$ cat src/rtl/shiftreg_pkg.sv
// Shared types for the shift register and its command sequencer.
//   mode_t      : register mode / command opcode encoding
//   seq_state_t : sequencer control states
package shiftreg_pkg;

  typedef enum logic [1:0] {
    MODE_HOLD = 2'b00,
    MODE_SHL  = 2'b01,
    MODE_SHR  = 2'b10,
    MODE_LOAD = 2'b11
  } mode_t;

  typedef enum logic [1:0] {
    IDLE = 2'd0,
    RUN  = 2'd1,
    DONE = 2'd2
  } seq_state_t;

endpackage

$ cat src/rtl/shiftreg_sequencer.sv
// Command sequencer in front of the shift register: accepts one
// load / shift-left-N / shift-right-N / wait-N command at a time and
// drives the register pins cycle by cycle, then pulses done_o.
//   clk_i, rst_i       : clock, synchronous active-high reset
//   cmd_valid_i/ready_o: command handshake (ready only in IDLE, not in reset)
//   cmd_op_i           : 00 wait, 01 shl, 10 shr, 11 load
//   cmd_count_i        : cycle count for shift/wait, saturates at DATASIZE
//   cmd_data_i         : load value, or shift fill bits consumed LSB first
//   mode_o, load_value_o, ser_in_lsb_o, ser_in_msb_o : register controls
//   busy_o             : command in RUN or DONE
//   done_o             : one-cycle completion pulse
module shiftreg_sequencer
  import shiftreg_pkg::*;
#(
  parameter int unsigned DATASIZE   = 8,
  parameter int unsigned COUNTWIDTH = $clog2(DATASIZE) + 1
) (
  input  logic                  clk_i,
  input  logic                  rst_i,
  input  logic                  cmd_valid_i,
  output logic                  cmd_ready_o,
  input  logic [1:0]            cmd_op_i,
  input  logic [COUNTWIDTH-1:0] cmd_count_i,
  input  logic [DATASIZE-1:0]   cmd_data_i,
  output logic [1:0]            mode_o,
  output logic [DATASIZE-1:0]   load_value_o,
  output logic                  ser_in_lsb_o,
  output logic                  ser_in_msb_o,
  output logic                  busy_o,
  output logic                  done_o
);

  localparam logic [COUNTWIDTH-1:0] CNT_MAX = COUNTWIDTH'(DATASIZE);
  localparam logic [COUNTWIDTH-1:0] CNT_ONE = COUNTWIDTH'(1);

  seq_state_t                state_q, state_d;
  mode_t                     op_q, op_d;
  logic [COUNTWIDTH-1:0]     cnt_q, cnt_d;
  logic [DATASIZE-1:0]       fill_q, fill_d;

  mode_t                     mode_d;
  logic [DATASIZE-1:0]       load_value_d;
  logic                      ser_lsb_d, ser_msb_d, busy_d, done_d;

  assign cmd_ready_o = (state_q == IDLE) && !rst_i;

  // State, operand and registered-output update
  always_ff @(posedge clk_i) begin
    if (rst_i) begin
      state_q      <= IDLE;
      op_q         <= MODE_HOLD;
      cnt_q        <= '0;
      fill_q       <= '0;
      mode_o       <= MODE_HOLD;
      load_value_o <= '0;
      ser_in_lsb_o <= 1'b0;
      ser_in_msb_o <= 1'b0;
      busy_o       <= 1'b0;
      done_o       <= 1'b0;
    end else begin
      state_q      <= state_d;
      op_q         <= op_d;
      cnt_q        <= cnt_d;
      fill_q       <= fill_d;
      mode_o       <= mode_d;
      load_value_o <= load_value_d;
      ser_in_lsb_o <= ser_lsb_d;
      ser_in_msb_o <= ser_msb_d;
      busy_o       <= busy_d;
      done_o       <= done_d;
    end
  end

  // Next state and next output values; outputs are derived from the
  // upcoming state so each register shows the cycle it belongs to.
  always_comb begin
    state_d = state_q;
    op_d    = op_q;
    cnt_d   = cnt_q;
    fill_d  = fill_q;

    case (state_q)
      IDLE: begin
        if (cmd_valid_i && cmd_ready_o) begin
          op_d   = mode_t'(cmd_op_i);
          fill_d = cmd_data_i;
          if (mode_t'(cmd_op_i) == MODE_LOAD) begin
            cnt_d = CNT_ONE;
          end else begin
            cnt_d = (cmd_count_i > CNT_MAX) ? CNT_MAX : cmd_count_i;
          end
          state_d = (cnt_d == '0) ? DONE : RUN;
        end
      end
      RUN: begin
        fill_d = {1'b0, fill_q[DATASIZE-1:1]};
        cnt_d  = cnt_q - CNT_ONE;
        if (cnt_q == CNT_ONE) begin
          state_d = DONE;
        end
      end
      DONE: begin
        state_d = IDLE;
      end
      default: begin
        state_d = IDLE;
      end
    endcase

    mode_d       = (state_d == RUN) ? op_d : MODE_HOLD;
    ser_lsb_d    = (state_d == RUN) && (op_d == MODE_SHL) && fill_d[0];
    ser_msb_d    = (state_d == RUN) && (op_d == MODE_SHR) && fill_d[0];
    load_value_d = ((state_d == RUN) && (op_d == MODE_LOAD)) ? fill_d : '0;
    busy_d       = (state_d != IDLE);
    done_d       = (state_d == DONE);
  end

endmodule
$ cat config.mk
export PLATFORM = sky130hd
export DESIGN_NAME = shiftreg_sequencer
export DESIGN_NICKNAME = d
export VERILOG_FILES = /design/src/rtl/shiftreg_pkg.sv /design/src/rtl/shiftreg_sequencer.sv
export SDC_FILE = /design/constraint.sdc
export NUM_CORES = 1
export LEC_CHECK = 0
export ABC_AREA = 1
export BUFFER_PORTS_ARGS = -buffer_cell sky130_fd_sc_hd__buf_2
export CAP_MARGIN = 20
export CORE_MARGIN = 2
export CORE_UTILIZATION = 44
export DETAILED_ROUTE_END_ITERATION = 8
export PLACE_DENSITY = 0.66
export RECOVER_POWER = 100
export SYNTH_ARGS = -nofsm -noshare
export SYNTH_HDL_FRONTEND = slang
export SYNTH_SLANG_ARGS = --single-unit
$ cat constraint.sdc
create_clock -name clk_i -period 2.3 [get_ports clk_i]
set_input_delay 0.345 -clock clk_i [delete_from_list [all_inputs] [get_ports clk_i]]
set_output_delay 0.345 -clock clk_i [all_outputs]
set_load 0.1 [all_outputs]
# Word level (Yosys, flattened, before mapping)
# Cells that the tools add are included.
[op_classes]
addsub = 1
magnitude_cmp = 1
eq_ne = 9
muxes = 14
n_bitwise = 2
reduce_logical = 15
[ops]
columns = ["op", "count"]
rows = [
  ["2-to-1 mux 4 bit", 5],
  ["case mux 8 bit (2 select lines)", 1],
  ["2-to-1 mux 2 bit", 5],
  ["== test 2 bit, second input constant", 4],
  ["2-to-1 mux 8 bit", 1],
  ["case mux 4 bit (2 select lines)", 1],
  ["logical AND 1 bit", 7],
  ["== test 2 x 1 -> 1 bit, second input constant", 3],
  ["== test 4 x 1 -> 1 bit, second input constant", 1],
  ["greater-than comparator 4 bit, second input constant", 1],
  ["zero test 4 bit", 1],
  ["case mux 2 bit (2 select lines)", 1],
  ["nonzero test 2 bit", 2],
  ["OR reduction 2 bit", 2],
  ["subtractor 4 x 1 -> 4 bit, second input constant", 1],
  ["zero test 2 bit", 1],
  ["inequality test 2 x 1 -> 1 bit, second input constant", 1],
  ["NOT 1 bit", 2],
  ["AND reduction 2 bit", 1],
  ["zero test 1 bit", 1],
]
[word_totals]
ff_bits = 30
out_inout_bits = 15
elab_cells = 52

# Longest topological paths before layout
# Gate-level depths: netlist (run 1).
[logic_depth]
ltp_word = 13
mapped_depth = 9
mapped_depth_nobuf = 9

# Worst setup path before layout (run 1)
# Ideal clock, no wire load.
[synth_path]
path_type = "input -> output"
startpoint = "input rst_i"
endpoint = "output cmd_ready_o"
t_arrival_ns = 1.969
setup_slack_ns = -0.014
path_stages = 3
n_path_buf = 2
path_cell_list = "buf_4 > clkbuf_1 > nor2_1"
[synth_via]
elab_chain_cells = 2
[synth_lines]
columns = ["element", "line_no", "text"]
rows = [
  ["start, declared", "shiftreg_sequencer.sv:19", "input logic rst_i,"],
  ["zero test 1 bit", "shiftreg_sequencer.sv:45", "assign cmd_ready_o = (state_q == IDLE) && !rst_i;"],
  ["logical AND 1 bit", "shiftreg_sequencer.sv:45", ""],
  ["end, declared", "shiftreg_sequencer.sv:21", "output logic cmd_ready_o,"],
]
# Every way passes these cells.

# Final worst setup path (run 1)
[layout_path]
startpoint = "register state_q[0]"
endpoint = "output cmd_ready_o"
[layout_via]
elab_chain_cells = 2
[layout_lines]
columns = ["element", "line_no", "text"]
rows = [
  ["start, declared", "shiftreg_sequencer.sv:36", "seq_state_t state_q, state_d;"],
  ["start signal, assigned", "shiftreg_sequencer.sv:61", "state_q <= state_d;"],
  ["zero test 2 bit", "shiftreg_sequencer.sv:45", ""],
  ["logical AND 1 bit", "shiftreg_sequencer.sv:45", ""],
]
# Every way passes these cells.

==> results of run 1 <==
## where the power goes
| part | internal (mW) | switching [mW] | total, mW |
|---|---|---|---|
| Clock | 0.147 | 0.183 | 0.329 |
| Sequential | 0.548 | 0.0137 | 0.561 |
| Combinational | 0.0660 | 0.165 | 0.231 |
| Total | 0.760 | 0.362 | 1.12 |
## cell families (layout without fill, tap and decap cells)
family | after synthesis | after routing | synth area share (%)
AO/OA/AOI/OAI | 22 | 22 | 10.28
XOR/XNOR | 1 | 1 | 0.6662
adder cells (fa/ha/maj) | 2 | 2 | 1.903
buffers and inverters | 34 | 70 | 10.09
flip-flops | 30 | 30 | 45.67
AND/OR/NAND/NOR | 90 | 90 | 31.40
## placed cells by master (no fill, tap or decap), drive strengths merged, types with 4 or more instances in the layout
cell,synthesis,routed
nor2,41,41
inv,31,31
nand2,31,31
dfxtp,30,30
clkbuf,1,21
buf,2,16
nand3,12,12
a21oi,7,7
o22ai,6,6
o21ai,6,6
nand4,4,4
## path summary, 6_finish.rpt
kind | from | end | slack [ns] | cells past startpoint
worst max-delay path | state_q[0] | cmd_ready_o | 0.41 | 4
worst min-delay path | cmd_count_i[2] | cnt_q[2] | 0.32 | 3
worst max register to register | state_q[0] | load_value_o[6] | 0.44 | 7
worst min register to register | cnt_q[1] | cnt_q[1] | 0.47 | 2
## critical path: stages (launching register included)
cell and delay, ns:
dfxtp_1 0.35, nor2_4 0.16, inv_1 0.14, nor2_2 0.10, clkbuf_2 0.45
## Yosys cell counts, drive strengths merged
cell type   n
and2        2
inv        31
o21ai       6
xor2        1
nand4       4
ha          2
a31oi       2
a21oi       7
o22a        1
buf         2
nand2      31
clkbuf      1
nor2       41
dfxtp      30
nand3      12
o22ai       6
## layer usage
layer | part of all wire, % | wire length [um]
met2 | 47 | 1350
met5 | 0 | 0
met1 | 44 | 1258
met4 | 1.6 | 46
met3 | 6.6 | 188
## flip-flops by register name, indices dropped and copies added (netlist names)
register and cells:
state_q 2, busy_o 1, op_q 2, load_value_o 8, cnt_q 4, done_o 1, ser_in_lsb_o 1, ser_in_msb_o 1
fill_q 8, mode_o 2
## cell type report
cell class | instances | area [um^2]
inverter | 31 | 116.4
clock buffer | 6 | 51.30
sequential | 30 | 600.6
timing repair buffer | 31 | 137.6
clock inverter | 2 | 12.51
fill | 286 | 1286
tap | 31 | 38.79
multi-input combinational | 115 | 561.8
## per-stage QoR
| step | std cells | utilization [%] | instance area [um^2] | hold slack [ns] |
|---|---|---|---|---|
| CTS | 246 | 55.58 | 1559 | 0.3022 |
| finish | 246 | 54.15 | 1519 | 0.3157 |
| detailed placement | 238 | 53.30 | 1495 | 0.4554 |
| global placement | 238 | 53.30 | 1495 | 0.4597 |
| floorplan | 179 | - | 1318 | 0.4431 |
| global route | 246 | 54.15 | 1519 | 0.3251 |
==> summary.md, run 1 <==
| Metric | Value |
|---|---|
| Total die area | `0.003442 mm^2` |
| Met1 GRT Util | `22.27%` |
| Final Cycle Share | `82.00%` |
| Synth area leader | `dfxtp_1` |
| Fin. Hold Viols | `0` |
| Number of port buffers | `31` |
| Total wire length | `2844 um` |
| TritonCTS sink count | `30` |
| Critical path startpoint category | `flop` |
| Met3 Track Usage GR | `6.813%` |
| Worst ir drop on vdd | `441.8 uV` |
| WP data arrival | `1.54 ns` |
| Ant diodes | `0` |
| Initial antenna violation count | `0` |
| Max-slew headroom | `22.48%` |
| Area grow syn2layout | `15.51%` |
| Yosys reg bits | `30` |
| Core area | `0.002805 mm^2` |
| WL per Instance | `11.56 um` |
| Ranking of synthesized cells by area | `dfxtp_1 46%, nor2_1 11%, nand2_1 8.6%` |
| Vias per inst | `5.000` |
| CTS tree | `built` |
| Mean Syn Cell Area | `7.346 um^2` |
| Antenna-violating nets left | `0` |
| Critical-path maximum fanout | `7` |
| Pwr/cell area | `738.6 mW/mm^2` |
| DR vias | `1230` |
| MaxCap Viol Count | `0` |
| Setup TNS | `0 ns` |
| WS Path Type | `flop to output port` |
| First-pass GRT wire length | `4802 um` |
| Cts bufs inserted | `5` |
| Pin count of the biggest net entering global routing | `20` |
| Post-place setup slack | `0.6487 ns` |
| Worst-margin pin slew | `1.168 ns` |
| Initial Util | `46.88%` |
| Clock latency at the later pin of the worst-skew pair | `0.33 ns` |
| Drt pass-1 iters | `6` |
| # setup viols final | `0` |
| CP Data Required Time | `1.96 ns` |
| RSZ-0062 raised after global routing | `false` |
| Die Y | `58.67 um` |
| Synth Cell Area | `0.001315 mm^2` |
| Met2 Usage GRT | `30.02%` |
| Hpwl dp | `2115 um` |
| Status | `finished with violations` |
| Type of the worst min-delay path | `input pin to flop` |
| Clock Tree Root | `clkbuf_4` |
| Max clock buf depth | `2` |
| Final GP Congestion | `0.8534` |
| PnR Total Power | `1.122 mW` |
| Layout cell share with drive strength beyond 1 | `14.88%` |
| Register clock-pin slew on the reported worst setup and hold paths | `0.09 ns` |
| Crit path time final | `1.886 ns` |
| Total GRT Usage | `18.57%` |
| Seq/Total Area, Yosys | `45.67%` |
| Final WS setup | `0.4141 ns` |
| Post-CTS Setup Bufs | `0` |
| Site Rows | `19` |
| Crit path capture type | `output port` |
| Vias in the first global route | `1146` |
| IO Pins | `32` |
| Yosys warning total | `0` |
| Pleak | `0.7128 nW` |
| Post-synth cell types | `24` |
| Htree depth | `2` |
| Drt drc | `1` |
| Congestion Overflow GR | `0` |
| CTS resizes | `0` |
| Failing checks | `DRC` |
| Nets@finish | `233` |
| Syn Nets | `198` |
| Slew Limit Fails | `0` |
| Setup Skew | `0.003984 ns` |
| Initial DRC count | `68` |
| Hold-fix buffers at CTS | `0` |
| Fmax | `0.5302 GHz` |
| Cells after Synth | `179` |
| Post-synth top area share | `45.67%` |
| GR peak layer | `met2` |
| Die X | `58.67 um` |
(Power assumes the default switching activity.)
==> run 2, diff against run 1 <==
==> constraint.sdc (replaced) <==
create_clock -name clk_i -period 1.95 [get_ports clk_i]
set_input_delay 0.2925 -clock clk_i [delete_from_list [all_inputs] [get_ports clk_i]]
set_output_delay 0.2925 -clock clk_i [all_outputs]
set_load 0.1 [all_outputs]
==> summary.md, run 2 (synthesis results as in run 1) <==
| Metric | Value |
|---|---|
| WP data arrival | `1.57 ns` |
| Placed Cells incl. Taps | `239` |
| Congestion Overflow GR | `0` |
| Post-CTS Setup Bufs | `0` |
| WL per Instance | `11.51 um` |
| Design area | `0.001535 mm^2` |
| WS Path Type | `flop to output port` |
| Worst ir drop on vdd | `480.4 uV` |
| Type of the worst min-delay path | `input pin to flop` |
| Max clock buf depth | `2` |
| Total die area | `0.003442 mm^2` |
| Cts bufs inserted | `5` |
| Nets@finish | `234` |
| Ant diodes | `0` |
| Critical path startpoint category | `flop` |
| Worst Hold Depth | `3` |
| Antenna-violating nets left | `0` |
| Hold-fix buffers at CTS | `0` |
| Post-place setup slack | `0.4264 ns` |
| PnR Total Power | `1.331 mW` |
| Hpwl dp | `2159 um` |
| FF-to-FF path depth | `6` |
| Vias per inst | `5.061` |
| Initial Util | `46.88%` |
| Total GRT Usage | `18.62%` |
| Critical-path maximum fanout | `7` |
| # setup viols final | `0` |
| FF-to-FF Start | `state_q[0]` |
| Initial antenna violation count | `0` |
| Setup TNS | `0 ns` |
| Layout cell share with drive strength beyond 1 | `20.83%` |
| Worst reg2reg setup slack | `0.29 ns` |
| Register clock-pin slew on the reported worst setup and hold paths | `0.09 ns` |
| Status | `finished with violations` |
| Slew Limit Fails | `0` |
| CTS resizes | `0` |
| Final GP Congestion | `0.7804` |
| Max-slew headroom | `64.01%` |
| Hold Path End | `cnt_q[2]` |
| Final WS setup | `0.09078 ns` |
| CP Data Required Time | `1.66 ns` |
| Initial DRC count | `58` |
| Setup Skew | `0.006144 ns` |
| DR vias | `1250` |
| Die X | `58.67 um` |
| Drt drc | `1` |
| Fin. Hold Viols | `0` |
| Cell area after placement | `0.001503 mm^2` |
| TritonCTS sink count | `30` |
| Pleak | `0.7674 nW` |
| Worst-margin pin slew | `0.5422 ns` |
| Drt pass-1 iters | `7` |
| RSZ-0062 raised after global routing | `false` |
| Crit path time final | `1.859 ns` |
| Area grow syn2layout | `16.75%` |
| Fmax | `0.5379 GHz` |
| Failing checks | `DRC` |
| Most frequent cells in the layout | `39 x nor2_1, 31 x nand2_1, 30 x inv_1, 30 x dfxtp_1, 17 x buf_2` |
| Pin count of the biggest net entering global routing | `20` |
| MaxCap Viol Count | `0` |
| Crit path capture type | `output port` |
| Clock latency at the later pin of the worst-skew pair | `0.33 ns` |
| Number of port buffers | `31` |
| Core area | `0.002805 mm^2` |
| Final Cycle Share | `95.34%` |
| Most common cell after layout, fill and taps aside | `nor2_1` |
| Site Rows | `19` |
| Pwr/cell area | `867.3 mW/mm^2` |
| Vias in the first global route | `1179` |
| First-pass GRT wire length | `4850 um` |
| Top Registers | `fill_q x8, load_value_o x8, cnt_q x4` |
| Reg2reg end | `load_value_o[1]` |
| HP Start | `cmd_count_i[2]` |
| Non-Filler Instances | `247` |
| IO Pins | `32` |
| Total wire length | `2843 um` |
| CTS tree | `built` |
| Htree depth | `2` |
| Clock Tree Root | `clkbuf_4` |
| Die Y | `58.67 um` |
run 2: how the worst max path moves through the flow:
stage                     cells past startpoint        from         endpoint
after floorplan                               3       rst_i      cmd_ready_o
after global placement                        8       rst_i  load_value_o[2]
after detailed placement                      8       rst_i  load_value_o[1]
after CTS                                     4  state_q[0]      cmd_ready_o
after global routing                          4  state_q[0]      cmd_ready_o
final                                         4  state_q[0]      cmd_ready_o
run 2: worst max-delay path, stage by stage (launching register included):
cell and delay, ns:
dfxtp_1 0.36, nor2_4 0.19, inv_1 0.15, nor2_2 0.11
buf_2 0.43
run 2: metal layers:
layer / part of all wire (%) / GRT usage (%) / vias to the layer above
met4: 0.60 / 6.818 / 0
met3: 5.2 / 6.154 / 2
met1: 47 / 21.86 / 584
met2: 48 / 31.62 / 33
met5: 0 / 0 / -
li1: - / - / 631
run 2: area by class of cell:
| cell class | instances | area (um^2) |
|---|---|---|
| Multi-Input combinational cell | 115 | 553.0 |
| Clock buffer | 6 | 51.30 |
| Tap cell | 31 | 38.79 |
| Clock inverter | 2 | 12.51 |
| Timing Repair Buffer | 32 | 162.7 |
| Fill cell | 301 | 1270 |
| Sequential cell | 30 | 600.6 |
| Inverter | 31 | 116.4 |
run 2: report_power, final:
part | switching (mW) | internal (mW) | total (mW)
Sequential | 0.0150 | 0.646 | 0.661
Clock | 0.226 | 0.173 | 0.399
Combinational | 0.192 | 0.0792 | 0.271
Total | 0.433 | 0.898 | 1.33
run 2: per-stage QoR:
step	util (%)	hold WS, ns
floorplan	-	0.4431
CTS	55.84	0.2547
global placement	53.57	0.4557
finish	54.73	0.2597
global route	54.73	0.2855
detailed placement	53.57	0.4666
==> run 3, diff against run 2 <==
--- a/config.mk
+++ b/config.mk
@@ -11,7 +11,7 @@
 export CORE_MARGIN = 2
 export CORE_UTILIZATION = 44
 export DETAILED_ROUTE_END_ITERATION = 8
-export PLACE_DENSITY = 0.66
+export PLACE_DENSITY_LB_ADDON = 0.05
 export RECOVER_POWER = 100
 export SYNTH_ARGS = -nofsm -noshare
 export SYNTH_HDL_FRONTEND = slang
==> constraint.sdc (replaced) <==
create_clock -name clk_i -period 2 [get_ports clk_i]
set_input_delay 0.3 -clock clk_i [delete_from_list [all_inputs] [get_ports clk_i]]
set_output_delay 0.3 -clock clk_i [all_outputs]
set_load 0.1 [all_outputs]
==> summary.md, run 3 (synthesis results as in run 1) <==
| Metric | Value |
|---|---|
| CTS resizes | `0` |
| Slew Limit Fails | `0` |
| Initial Util | `46.88%` |
| Drt drc | `2` |
| Combinational share of power | `19.2%` |
| Layout cell share with drive strength beyond 1 | `19.91%` |
| Number of port buffers | `31` |
| Total die area | `0.003442 mm^2` |
| TritonCTS sink count | `30` |
| Most frequent cells in the layout | `39 x nor2_1, 31 x nand2_1, 30 x inv_1, 30 x dfxtp_1, 16 x buf_2` |
| Fmax | `0.5369 GHz` |
| Post-CTS Setup Bufs | `0` |
| Part of the power in registers | `46.9%` |
| Setup Skew | `0.006488 ns` |
| Most common cell after layout, fill and taps aside | `nor2_1` |
| Clock Tree Root | `clkbuf_4` |
| DR vias | `1215` |
| Core area | `0.002805 mm^2` |
| CTS tree | `built` |
| Final WS setup | `0.1374 ns` |
| Worst-margin pin slew | `0.5436 ns` |
| Sw power | `0.4028 mW` |
| Type of the worst min-delay path | `input pin to flop` |
| Crit path capture type | `output port` |
| Drt pass-1 iters | `6` |
| Final Cycle Share | `93.13%` |
| Total wire length | `2807 um` |
| Antenna-violating nets left | `0` |
| RSZ-0062 raised after global routing | `false` |
| Sw Share | `29.29%` |
| Total GRT Usage | `18.37%` |
| Post-layout util | `55.08%` |
| Non-Filler Instances | `247` |
| Pint | `0.9725 mW` |
| MaxCap Viol Count | `0` |
| Cts bufs inserted | `5` |
| Ant diodes | `0` |
| Max-slew headroom | `63.91%` |
| PnR Total Power | `1.375 mW` |
| Register clock-pin slew on the reported worst setup and hold paths | `0.09 ns` |
| Area grow syn2layout | `17.51%` |
| WS Path Type | `flop to output port` |
| Critical-path maximum fanout | `7` |
| Site Rows | `19` |
| Vias per inst | `4.919` |
| Worst ir drop on vdd | `485.6 uV` |
| Critical path startpoint category | `flop` |
| WHS | `0.2896 ns` |
| Fin. Hold Viols | `0` |
| Final GP Congestion | `0.8175` |
| # setup viols final | `0` |
| Hpwl dp | `2166 um` |
| Die X | `58.67 um` |
| Design area | `0.001545 mm^2` |
| First-pass GRT wire length | `4788 um` |
| WL per Instance | `11.36 um` |
| Hold-fix buffers at CTS | `0` |
| Clock power share | `34.0%` |
| Clock latency at the later pin of the worst-skew pair | `0.33 ns` |
| Status | `finished with violations` |
| Pin count of the biggest net entering global routing | `20` |
| Post-place setup slack | `0.4494 ns` |
| Vias in the first global route | `1137` |
| Die Y | `58.67 um` |
| Crit path time final | `1.863 ns` |
| IO Pins | `32` |
| Placed Cells incl. Taps | `239` |
| Pwr/cell area | `890.0 mW/mm^2` |
| Nets@finish | `234` |
| Failing checks | `DRC` |
| Setup TNS | `0 ns` |
| Cell area after placement | `0.001503 mm^2` |
| Pleak | `0.7733 nW` |
| CP Data Required Time | `1.70 ns` |
| Congestion Overflow GR | `0` |
| Top Registers | `fill_q x8, load_value_o x8, cnt_q x4` |
| WP data arrival | `1.56 ns` |
| Max clock buf depth | `2` |
| Initial antenna violation count | `0` |
| Htree depth | `2` |
| Initial DRC count | `50` |
## run 3: final timing paths
kind | startpoint | endpoint | slack (ns) | cells past startpoint
hold / removal | rst_i | fill_q[6] | 0.29 | 2
setup / recovery | state_q[0] | cmd_ready_o | 0.14 | 4
setup reg to reg | state_q[0] | load_value_o[1] | 0.30 | 6
hold reg to reg | cnt_q[1] | cnt_q[1] | 0.48 | 2
## run 3: worst max-delay path: stages, from the launching register on
cell	delay (ns)
dfxtp_1	0.35
nor2_4	0.18
inv_1	0.15
nor2_2	0.10
clkbuf_2	0.45
## run 3: area by class of cell
type                    instances  area, um^2
fillers                       300        1260
flip-flops and latches         30       600.6
multi-input cells             115       551.8
repair buffers                 32       162.7
inverters                      31       116.4
clock buffers                   7       45.04
well taps                      31       38.79
clock inverters                 1       30.03
## run 3: power by group through the flow
stage	sequential, mW	clock (mW)	combinational (mW)
finish	0.644	0.467	0.264
global route	0.648	0.497	0.296
CTS	0.645	0.475	0.276
detailed placement	0.659	0	0.275
global placement	0.658	0	0.273
floorplan	0.693	0	0.180
## run 3: per-layer routing
metal	vias to the layer above	GRT usage, %	share of wire (%)
met3	8	4.176	5.6
met2	31	29.21	46
met5	-	0	0
met4	0	10.39	2.1
met1	543	22.94	46
li1	633	-	-
